[config.mk]
export PLATFORM = sky130hd
export DESIGN_NAME = maxnet_stream_loader
export DESIGN_NICKNAME = d
export VERILOG_FILES = /design/src/rtl/maxnet_pkg.sv /design/src/rtl/maxnet_frame_regs.sv /design/src/rtl/maxnet_stream_loader.sv
export SDC_FILE = /design/constraint.sdc
export NUM_CORES = 1
export LEC_CHECK = 0
export CAP_MARGIN = 20
export CORE_MARGIN = 10
export CORE_UTILIZATION = 38
export CTS_CLUSTER_DIAMETER = 120
export CTS_CLUSTER_SIZE = 20
export DETAILED_ROUTE_END_ITERATION = 8
export PLACE_DENSITY = 0.78
export SYNTH_ARGS = -nofsm -noshare
export SYNTH_HDL_FRONTEND = slang
export SYNTH_SLANG_ARGS = --single-unit
[constraint.sdc]
create_clock -name clk -period 18.4 [get_ports clk]
set_clock_uncertainty 0.05 [all_clocks]
set_input_delay 1.84 -clock clk [delete_from_list [all_inputs] [get_ports clk]]
set_output_delay 1.84 -clock clk [all_outputs]
set_load 0.05 [all_outputs]
[src/rtl/maxnet_pkg.sv]
// Shared definitions for the Maxnet stream loader.
//   - default data word width and frame length
//   - frame word index map (word 0 = epsilon, words 1..4 = activations)
//   - loader FSM state encoding
package maxnet_pkg;

  localparam int DATA_W    = 32;
  localparam int FRAME_LEN = 5;

  localparam int IDX_EPS = 0;
  localparam int IDX_A1  = 1;
  localparam int IDX_A2  = 2;
  localparam int IDX_A3  = 3;
  localparam int IDX_A4  = 4;

  typedef enum logic [1:0] {
    LOAD   = 2'd0,
    START  = 2'd1,
    WAIT   = 2'd2,
    RESULT = 2'd3
  } state_t;

endpackage

[src/rtl/maxnet_frame_regs.sv]
// Operand register file for one Maxnet frame.
// Each word of the frame has its own register, written when we_i is high and
// idx_i selects it. All words clear asynchronously on rst.
// Ports:
//   clk, rst  - clock, async active-high reset
//   we_i      - write strobe (one accepted stream word)
//   idx_i     - frame index of the word being written
//   data_i    - word to store
//   words_o   - all frame words, packed, index 0 = epsilon
module maxnet_frame_regs #(
  parameter int DATA_W    = 32,
  parameter int FRAME_LEN = 5,
  parameter int IDX_W     = $clog2(FRAME_LEN)
) (
  input  logic                               clk,
  input  logic                               rst,
  input  logic                               we_i,
  input  logic [IDX_W-1:0]                   idx_i,
  input  logic [DATA_W-1:0]                  data_i,
  output logic [FRAME_LEN-1:0][DATA_W-1:0]   words_o
);

  import maxnet_pkg::*;

  for (genvar g = 0; g < FRAME_LEN; g++) begin : g_word
    logic [DATA_W-1:0] word_q;

    always_ff @(posedge clk or posedge rst) begin
      if (rst)                                word_q <= '0;
      else if (we_i && idx_i == IDX_W'(g))    word_q <= data_i;
    end

    assign words_o[g] = word_q;
  end

endmodule

[src/rtl/maxnet_stream_loader.sv]
// Upstream feeder / result collector for the Maxnet core.
// Collects one frame (epsilon, a1..a4) from a valid/ready word stream, pulses
// core_start for one cycle, waits for a rising edge of core_finish, captures
// core_out/core_overflow and offers them on a valid/ready result port.
// Only one job is in flight at a time.
// Optional feature: define MAXNET_LOADER_TIMEOUT_EN to add a WAIT watchdog
// (parameter TIMEOUT_CYC, extra output res_timeout).
// Ports:
//   clk, rst                          - clock, async active-high reset
//   in_valid/in_ready/in_data         - input word stream
//   core_start, core_epsilon, core_a1..core_a4 - core operand interface
//   core_finish, core_out, core_overflow       - core completion interface
//   res_valid/res_ready/res_data/res_overflow  - result port
//   res_timeout                       - watchdog completion flag (option only)
//   busy                              - high in every state except LOAD
module maxnet_stream_loader #(
  parameter int DATA_W    = maxnet_pkg::DATA_W,
  parameter int FRAME_LEN = maxnet_pkg::FRAME_LEN
`ifdef MAXNET_LOADER_TIMEOUT_EN
  ,
  parameter int TIMEOUT_CYC = 1024
`endif
) (
  input  logic              clk,
  input  logic              rst,
  input  logic              in_valid,
  output logic              in_ready,
  input  logic [DATA_W-1:0] in_data,
  output logic              core_start,
  output logic [DATA_W-1:0] core_epsilon,
  output logic [DATA_W-1:0] core_a1,
  output logic [DATA_W-1:0] core_a2,
  output logic [DATA_W-1:0] core_a3,
  output logic [DATA_W-1:0] core_a4,
  input  logic              core_finish,
  input  logic [DATA_W-1:0] core_out,
  input  logic              core_overflow,
  output logic              res_valid,
  input  logic              res_ready,
  output logic [DATA_W-1:0] res_data,
  output logic              res_overflow,
`ifdef MAXNET_LOADER_TIMEOUT_EN
  output logic              res_timeout,
`endif
  output logic              busy
);

  import maxnet_pkg::*;

  localparam int CNT_W = $clog2(FRAME_LEN);

  state_t                             state_q;
  logic [CNT_W-1:0]                   cnt_q;
  logic                               in_ready_q;
  logic                               core_start_q;
  logic                               res_valid_q;
  logic                               busy_q;
  logic                               fin_q;
  logic [DATA_W-1:0]                  res_data_q;
  logic                               res_ovf_q;
  logic [FRAME_LEN-1:0][DATA_W-1:0]   words;

  logic in_fire;
  logic last_word;
  logic fin_rise;

  assign in_fire   = in_valid & in_ready_q;
  assign last_word = (cnt_q == CNT_W'(FRAME_LEN - 1));
  // fin_q tracks core_finish in every state, so a level still high from the
  // previous job produces no edge until it has been seen low.
  assign fin_rise  = core_finish & ~fin_q;

  maxnet_frame_regs #(
    .DATA_W    (DATA_W),
    .FRAME_LEN (FRAME_LEN),
    .IDX_W     (CNT_W)
  ) u_frame (
    .clk     (clk),
    .rst     (rst),
    .we_i    (in_fire),
    .idx_i   (cnt_q),
    .data_i  (in_data),
    .words_o (words)
  );

`ifdef MAXNET_LOADER_TIMEOUT_EN
  localparam int TO_W = (TIMEOUT_CYC > 2) ? $clog2(TIMEOUT_CYC) : 1;

  logic [TO_W-1:0] to_cnt_q;
  logic            res_to_q;
  logic            to_hit;

  assign to_hit = (to_cnt_q == TO_W'(TIMEOUT_CYC - 1));
`endif

  always_ff @(posedge clk or posedge rst) begin
    if (rst) begin
      state_q      <= LOAD;
      cnt_q        <= '0;
      in_ready_q   <= 1'b1;
      core_start_q <= 1'b0;
      res_valid_q  <= 1'b0;
      busy_q       <= 1'b0;
      fin_q        <= 1'b0;
      res_data_q   <= '0;
      res_ovf_q    <= 1'b0;
`ifdef MAXNET_LOADER_TIMEOUT_EN
      to_cnt_q     <= '0;
      res_to_q     <= 1'b0;
`endif
    end else begin
      fin_q <= core_finish;
      case (state_q)
        LOAD: begin
          if (in_fire) begin
            if (last_word) begin
              cnt_q        <= '0;
              in_ready_q   <= 1'b0;
              core_start_q <= 1'b1;
              busy_q       <= 1'b1;
              state_q      <= START;
            end else begin
              cnt_q <= cnt_q + CNT_W'(1);
            end
          end
        end
        START: begin
          core_start_q <= 1'b0;
          state_q      <= WAIT;
`ifdef MAXNET_LOADER_TIMEOUT_EN
          to_cnt_q     <= '0;
`endif
        end
        WAIT: begin
          if (fin_rise) begin
            res_data_q  <= core_out;
            res_ovf_q   <= core_overflow;
            res_valid_q <= 1'b1;
            state_q     <= RESULT;
`ifdef MAXNET_LOADER_TIMEOUT_EN
            res_to_q    <= 1'b0;
          end else if (to_hit) begin
            // Core never answered: report a forced overflow result.
            res_data_q  <= '0;
            res_ovf_q   <= 1'b1;
            res_to_q    <= 1'b1;
            res_valid_q <= 1'b1;
            state_q     <= RESULT;
          end else begin
            to_cnt_q    <= to_cnt_q + TO_W'(1);
`endif
          end
        end
        RESULT: begin
          if (res_ready) begin
            res_valid_q <= 1'b0;
            in_ready_q  <= 1'b1;
            busy_q      <= 1'b0;
            state_q     <= LOAD;
          end
        end
        default: state_q <= LOAD;
      endcase
    end
  end

  assign in_ready     = in_ready_q;
  assign core_start   = core_start_q;
  assign core_epsilon = words[IDX_EPS];
  assign core_a1      = words[IDX_A1];
  assign core_a2      = words[IDX_A2];
  assign core_a3      = words[IDX_A3];
  assign core_a4      = words[IDX_A4];
  assign res_valid    = res_valid_q;
  assign res_data     = res_data_q;
  assign res_overflow = res_ovf_q;
  assign busy         = busy_q;
`ifdef MAXNET_LOADER_TIMEOUT_EN
  assign res_timeout  = res_to_q;
`endif

endmodule
==> results.sh, run 1 <==
export IMPL_drcViolationCount=0
export IMPL_syn_inst=468
export IMPL_dr_pass1_iters=4
export IMPL_ys_types=28
export IMPL_cp_end_kind="output pin"
export IMPL_cts_max_level=1
export IMPL_antenna_found_initial=0
export IMPL_hold_class="reg -> reg"
export IMPL_chipWidth_microns=167
export IMPL_io_pins=267
export IMPL_cts_resized=0
export IMPL_path_cells="clkdlybuf4s50_1"
export IMPL_wl_per_cell_microns=20.5
export IMPL_routabilityCongestion=0.802
export IMPL_dieArea_sq_mm=0.0277
export IMPL_holdBufCountCts=0
export IMPL_clock_sinks=203
export IMPL_overflow=0
export IMPL_rsz0062_at_grt="no"
export IMPL_cts_root_buf="clkbuf_16"
export IMPL_numCtsBuffers=14
export IMPL_post_cts_setup_buffers=0
export IMPL_die_y_microns=167
export IMPL_reg2reg_depth=6
export IMPL_fin_tns_setup_ps=0
export IMPL_path_clk_slew_ps=80
export IMPL_drt_total_wl_microns=20800
export IMPL_cts_buffer_depth=3
export IMPL_crit_path_top_delay_cell="clkdlybuf4s50_1"
export IMPL_cp_required_ps=16510
export IMPL_finalMaxSlewViolations=0
export IMPL_ant_nets=0
export IMPL_grt_pass1_vias=5511
export IMPL_crit_type="reg -> out"
export IMPL_drt_initial_drc_count=162
export IMPL_avgSynthCellArea_sq_um=17.4
export IMPL_vias=4841
export IMPL_drive_gt1_share_pct=30.2
export IMPL_ys_seq_area_share_pct=62.2
export IMPL_fin_crit_sh_pct=20.6
export IMPL_cp_data_arrival_time_ps=1910
export IMPL_critical_path_max_stage_delay_ps=850
export IMPL_path_delay_family="buffers and inverters"
export IMPL_final_nets=816
export IMPL_synth_warnings=0
export IMPL_vias_per_cell=4.77
export IMPL_run_status="finished, final reports clean"
export IMPL_grt_max_degree=123
export IMPL_period_minus_slack_ps=3800
export IMPL_worstSetupEndpoint="in_ready"
export IMPL_cp_depth=1
export IMPL_core_sq_mm=0.0211
export IMPL_slew_headroom_pct=33.9
export IMPL_max_freq_ghz=0.263
export IMPL_layout_common_cells="clkdlybuf4s50_1 (266), dfrtp_1 (202), mux2_2 (104), mux2_4 (90), clkbuf_16 (15)"
export IMPL_final_common_cell="clkdlybuf4s50_1"
export IMPL_crit_fanout=7
export IMPL_reg2reg_from="cnt_q[0]"
export IMPL_critical_path_buf_inv_count=1
export IMPL_hold_viol=0
export IMPL_cp_startpoint="in_ready"
export IMPL_syn_area_sq_mm=0.00816
export IMPL_cts_tree="yes"
export IMPL_hpwl_microns=14900
export IMPL_synth_fp_nets=548
export IMPL_rows=53
export IMPL_start_util_pct=38.7
export IMPL_area_delta_synth_final_pct=40.7
export IMPL_grt_pass1_wl_microns=32700
export IMPL_reg2reg_slack_ps=16100
export IMPL_clock_latency_ps=460
export IMPL_io_buffers=266
export IMPL_r2r_end="state_q[1]"
export IMPL_maxCapViolCount=0
export IMPL_antenna_cells=0
export IMPL_tightest_slew_ps=991
export IMPL_crit_path_start_kind="flop"
export IMPL_grtUsageTotal_pct=14.4
export IMPL_finalSetupViolCount=0
export IMPL_ys_seq_elements=203
[sequential cells by signal, summed over array words and instances (netlist names)]
| register | cells |
|---|---|
| res_data | 32 |
| state_q | 2 |
| u_frame.g_word.word_q | 160 |
| fin_q | 1 |
| cnt_q | 3 |
| res_valid | 1 |
| busy | 1 |
| res_overflow | 1 |
| in_ready | 1 |
| core_start | 1 |
[kinds of logic (layout without fill, tap and decap cells)]
logic type	Yosys count	in the layout	share of synthesized area, %
adder cells (fa/ha/maj)	10	10	1.53
AND/OR/NAND/NOR	22	22	1.73
multiplexers	195	195	31.0
flip-flops	203	203	62.2
AO/OA/AOI/OAI	12	12	1.07
buffers and inverters	26	297	2.41
[per-stage QoR]
step	cell area (sq um)	hold slack (ps)	utilization (%)	instances	setup slack, ps
global route	11500	468	54.5	1014	14540
global placement	11000	437	52.3	993	13580
floorplan	8160	450	-	468	10970
CTS	11500	461	54.3	1013	14580
detailed placement	11100	440	52.4	994	14230
finish	11500	458	54.5	1014	14600
[routing by layer]
layer	up-vias	global-route usage (%)	part of all wire, %
li1	2176	-	-
met1	2490	16.6	41
met2	156	24.8	49
met3	19	5.62	8.5
met4	0	2.86	1.7
met5	-	0	0
[worst reg2reg max path: stages (launching register included)]
cell and delay (ps):
dfrtp_1 440, inv_1 110, ha_1 250, nand4_1 290, buf_4 340, a221oi_2 360
mux2_2 360
[layout make-up]
cell class	count	area, sq um
Sequential cell	203	5080
Multi-Input combinational cell	239	2890
Clock inverter	1	20.0
Clock buffer	18	387
Tap cell	275	344
Fill cell	1739	9600
Timing Repair Buffer	271	2730
Inverter	7	33.8
[worst min-delay path by stage]
stage | startpoint | to | slack [ps] | cells past startpoint
after floorplan | cnt_q[1] | cnt_q[1] | 450 | 2
after global placement | u_frame.g_word[3].word_q[17] | u_frame.g_word[3].word_q[17] | 440 | 1
after detailed placement | u_frame.g_word[2].word_q[0] | u_frame.g_word[2].word_q[0] | 440 | 1
after CTS | u_frame.g_word[3].word_q[31] | u_frame.g_word[3].word_q[31] | 460 | 1
after global routing | res_data[9] | res_data[9] | 470 | 1
final | u_frame.g_word[3].word_q[31] | u_frame.g_word[3].word_q[31] | 460 | 1
[synthesized netlist by cell type]
| cell | n | share of area [%] |
|---|---|---|
| dfrtp_1 | 202 | 62 |
| mux2_2 | 104 | 14 |
| mux2_4 | 90 | 17 |
| buf_6 | 12 | 1.7 |
| ha_1 | 10 | 1.5 |
| buf_2 | 7 | 0.43 |
| inv_1 | 7 | 0.32 |
| a21oi_1 | 4 | 0.25 |
| nand2_1 | 4 | 0.18 |
| nand2_4 | 3 | 0.41 |
| nor2b_1 | 3 | 0.23 |
| a21o_1 | 2 | 0.18 |
| nand3_1 | 2 | 0.12 |
| nor2_1 | 2 | 0.092 |
| nor3b_1 | 2 | 0.18 |
| o21ai_0 | 2 | 0.12 |
| a221o_1 | 1 | 0.12 |
| a221oi_2 | 1 | 0.18 |
| a2bb2oi_1 | 1 | 0.11 |
| and3_1 | 1 | 0.077 |
| and3b_2 | 1 | 0.12 |
| dfstp_2 | 1 | 0.32 |
| mux2i_1 | 1 | 0.12 |
| nand2b_1 | 1 | 0.077 |
| nand3b_1 | 1 | 0.092 |
| nand4_1 | 1 | 0.077 |
| nor3_1 | 1 | 0.061 |
| o2bb2ai_1 | 1 | 0.11 |
Power of run 1 is not shown: default switching activity piles up to over one toggle a cycle in this logic, so the estimate is an artifact.
==> run 2: changes to the inputs <==
clock period = 3.6 ns   (was 18.4 ns; I/O delays follow)
==> run 2 against run 1 <==
Net effect:
- design area rose by 0.24%
- first-iteration DRC count fell by 9.9%
- worst hold slack worse by 170 ps
==> results.sh, run 2 (synthesis results as in run 1) <==
export IMPL_vias_per_cell=4.78
export IMPL_clock_latency_ps=470
export IMPL_grtUsageTotal_pct=14.6
export IMPL_cp_required_ps=3190
export IMPL_run_status="finished, final reports clean"
export IMPL_final_common_cell="clkdlybuf4s50_1"
export IMPL_tightest_slew_ps=755
export IMPL_fin_cells=1019
export IMPL_io_buffers=266
export IMPL_chipWidth_microns=167
export IMPL_crit_path_top_delay_cell="clkdlybuf4s50_1"
export IMPL_drt_initial_drc_count=146
export IMPL_drcViolationCount=0
export IMPL_vias=4866
export IMPL_drive_gt1_share_pct=30.5
export IMPL_antenna_cells=0
export IMPL_path_delay_family="buffers and inverters"
export IMPL_largest_register="u_frame.g_word.word_q"
export IMPL_rsz0062_at_grt="no"
export IMPL_cp_startpoint="in_ready"
export IMPL_cts_max_level=1
export IMPL_hold_viol=0
export IMPL_io_pins=267
export IMPL_final_nets=820
export IMPL_critical_path_buf_inv_count=1
export IMPL_wl_per_cell_microns=20.6
export IMPL_drt_total_wl_microns=21000
export IMPL_cp_data_arrival_time_ps=1910
export IMPL_layout_common_cells="clkdlybuf4s50_1 (266), dfrtp_1 (202), mux2_2 (104), mux2_4 (90), clkbuf_16 (15)"
export IMPL_fillers=1719
export IMPL_area_delta_synth_final_pct=41.0
export IMPL_dpl_worst_slack_ps=1220
export IMPL_reg2reg_depth=5
export IMPL_cts_tree="yes"
export IMPL_start_util_pct=38.7
export IMPL_rows=53
export IMPL_grt_pass1_vias=5324
export IMPL_core_sq_mm=0.0211
export IMPL_crit_path_start_kind="flop"
export IMPL_fin_tns_setup_ps=0
export IMPL_numCtsBuffers=14
export IMPL_grt_pass1_wl_microns=32900
export IMPL_crit_fanout=7
export IMPL_maxCapViolCount=0
export IMPL_cp_depth=1
export IMPL_worstSetupEndpoint="in_ready"
export IMPL_reg2reg_from="state_q[0]"
export IMPL_routabilityCongestion=0.759
export IMPL_critical_path_max_stage_delay_ps=850
export IMPL_placed_cells=999
export IMPL_finalSetupViolCount=0
export IMPL_crit_type="reg -> out"
export IMPL_holdWs_ps=286
export IMPL_hpwl_microns=15300
export IMPL_fin_crit_sh_pct=64.6
export IMPL_ant_nets=0
export IMPL_die_y_microns=167
export IMPL_timing_final_ws_setup_ps=1280
export IMPL_path_clk_slew_ps=90
export IMPL_clock_sinks=203
export IMPL_grt_max_degree=66
export IMPL_cts_resized=0
export IMPL_slew_headroom_pct=49.5
export IMPL_cts_buffer_depth=3
export IMPL_dieArea_sq_mm=0.0277
export IMPL_overflow=0
export IMPL_cp_end_kind="output pin"
export IMPL_finalMaxSlewViolations=0
export IMPL_post_cts_setup_buffers=0
export IMPL_hold_class="in -> async"
export IMPL_cts_root_buf="clkbuf_16"
export IMPL_period_minus_slack_ps=2320
export IMPL_dr_pass1_iters=4
export IMPL_antenna_found_initial=0
export IMPL_max_freq_ghz=0.430
export IMPL_path_cells="clkdlybuf4s50_1"
export IMPL_r2r_end="res_data[11]"
export IMPL_largest_reg_flops=160
export IMPL_holdBufCountCts=0
export IMPL_reg2reg_slack_ps=1330
## run 2: per-stage QoR
step	utilization, %	cell area [sq um]
global placement	52.6	11100
global route	54.6	11500
finish	54.6	11500
floorplan	-	8170
CTS	54.6	11500
detailed placement	52.6	11100
## run 2: final cells by class
class                      instances  area, sq um  share of cell area (%)
sequential                       203         5080                    44.1
multi-input combinational        239         2890                    25.1
timing repair buffer             275         2760                    23.9
clock buffer                      19          390                    3.39
tap                              275          344                    2.99
inverter                           7         30.0                   0.261
clock inverter                     1         20.0                   0.174
## run 2: metal layers
layer	global-route usage (%)	vias to the layer above	share of wire [%]
li1	-	2188	-
met1	17.9	2494	42
met2	24.1	159	48
met3	4.99	25	7.4
met4	3.63	0	2.4
met5	0	-	0
## run 2: worst min path at each step
stage,from,endpoint,slack [ps],depth (start not counted)
2_1_floorplan,core_finish,fin_q,340,0
3_5_place_dp,u_frame.g_word[0].word_q[13],u_frame.g_word[0].word_q[13],440,1
6_report,rst,u_frame.g_word[1].word_q[28],290,2
4_1_cts,rst,u_frame.g_word[1].word_q[28],300,2
5_1_grt,rst,u_frame.g_word[1].word_q[28],330,2
3_3_place_gp,u_frame.g_word[4].word_q[13],u_frame.g_word[4].word_q[13],440,1
Power of run 2 is left out for the same reason.
==> run 3: changes to the inputs <==
clock period = 2.3 ns   (was 3.6 ns; I/O delays follow)
==> run 3 against run 2 <==
Net effect:
- via count decreased by 0.21%
- wire length barely moved
- worst hold slack worse by 240 ps
- clock-buffer cell count unchanged
- utilization grew 0.68 points
- sequential cell count is the same
- worst setup slack lost 1200 ps
- first-iteration DRC count rose by 38%
- critical endpoint unchanged
==> results.sh, run 3 (synthesis results as in run 1) <==
export IMPL_path_cells="clkdlybuf4s50_1"
export IMPL_finalSetupViolCount=0
export IMPL_final_common_cell="clkdlybuf4s50_1"
export IMPL_placed_cells=1008
export IMPL_critical_path_max_stage_delay_ps=850
export IMPL_vias_per_cell=4.72
export IMPL_cts_resized=0
export IMPL_area_delta_synth_final_pct=42.8
export IMPL_ant_nets=0
export IMPL_layout_common_cells="clkdlybuf4s50_1 (266), dfrtp_1 (202), mux2_2 (104), mux2_4 (90), clkbuf_16 (15)"
export IMPL_routabilityCongestion=0.739
export IMPL_cts_tree="yes"
export IMPL_finalMaxSlewViolations=0
export IMPL_cp_end_kind="output pin"
export IMPL_period_minus_slack_ps=2200
export IMPL_rsz0062_at_grt="no"
export IMPL_path_clk_slew_ps=90
export IMPL_antenna_cells=0
export IMPL_post_cts_setup_buffers=0
export IMPL_wl_per_cell_microns=20.4
export IMPL_crit_path_start_kind="flop"
export IMPL_clock_sinks=203
export IMPL_largest_register="u_frame.g_word.word_q"
export IMPL_rows=53
export IMPL_timing_final_ws_setup_ps=95.1
export IMPL_path_delay_family="buffers and inverters"
export IMPL_chipWidth_microns=167
export IMPL_dr_pass1_iters=4
export IMPL_crit_type="reg -> out"
export IMPL_grt_max_degree=64
export IMPL_drt_total_wl_microns=21000
export IMPL_grt_pass1_wl_microns=32800
export IMPL_drive_gt1_share_pct=31.3
export IMPL_final_area_sq_mm=0.0117
export IMPL_critical_path_buf_inv_count=1
export IMPL_grt_pass1_vias=5334
export IMPL_fin_cells=1028
export IMPL_clock_latency_ps=470
export IMPL_holdWs_ps=48.8
export IMPL_io_buffers=266
export IMPL_max_freq_ghz=0.454
export IMPL_crit_fanout=7
export IMPL_io_pins=267
export IMPL_tightest_slew_ps=567
export IMPL_dieArea_sq_mm=0.0277
export IMPL_hpwl_microns=15800
export IMPL_final_nets=829
export IMPL_overflow=0
export IMPL_dpl_worst_slack_ps=229
export IMPL_fillers=1709
export IMPL_slew_headroom_pct=62.1
export IMPL_cp_required_ps=2020
export IMPL_die_y_microns=167
export IMPL_crit_path_top_delay_cell="clkdlybuf4s50_1"
export IMPL_hold_class="in -> async"
export IMPL_drt_initial_drc_count=201
export IMPL_drcViolationCount=0
export IMPL_start_util_pct=38.7
export IMPL_fin_crit_sh_pct=95.9
export IMPL_core_sq_mm=0.0211
export IMPL_maxCapViolCount=0
export IMPL_vias=4856
export IMPL_largest_reg_flops=160
export IMPL_run_status="finished, final reports clean"
export IMPL_placed_area_sq_mm=0.0112
export IMPL_antenna_found_initial=0
export IMPL_hold_viol=0
export IMPL_cts_buffer_depth=3
export IMPL_holdBufCountCts=0
export IMPL_cts_max_level=1
export IMPL_numCtsBuffers=14
export IMPL_grtUsageTotal_pct=14.6
export IMPL_cp_data_arrival_time_ps=1920
export IMPL_cts_root_buf="clkbuf_16"
-- run 3: cell count changes in the layout (fill, tap and decap cells not counted) --
cell	previous run	this run
buf_4	7	10
buf_12	2	8
-- run 3: area by class of cell --
type | instances | area (sq um) | area share, %
multi-input cells | 239 | 2890 | 24.8
clock inverters | 1 | 20.0 | 0.172
clock buffers | 19 | 390 | 3.35
well taps | 275 | 344 | 2.95
repair buffers | 284 | 2900 | 24.9
flip-flops and latches | 203 | 5080 | 43.6
inverters | 7 | 30.0 | 0.258
-- run 3: worst paths after layout --
kind	start	cells past startpoint	slack (ps)	end
setup / recovery	in_ready	1	100	in_ready
hold / removal	rst	2	50	u_frame.g_word[3].word_q[28]
setup reg to reg	cnt_q[0]	5	360	state_q[1]
hold reg to reg	u_frame.g_word[3].word_q[16]	1	460	u_frame.g_word[3].word_q[16]
max in group asynchronous	rst	3	1450	u_frame.g_word[0].word_q[2]
min in group clk	core_finish	1	220	fin_q
-- run 3: metrics by stage --
step | util, % | TNS [ps]
2_1_floorplan | - | -123120
3_3_place_gp | 53.3 | 0
3_5_place_dp | 53.3 | 0
4_1_cts | 55.3 | 0
5_1_grt | 55.3 | 0
6_report | 55.3 | 0
-- run 3: layer usage --
metal | routed length [microns] | GRT usage (%)
met1 | 8500 | 17.1
met2 | 10200 | 24.5
met3 | 1740 | 5.41
met4 | 573 | 4.31
met5 | 0 | 0
Power of run 3 is left out for the same reason.
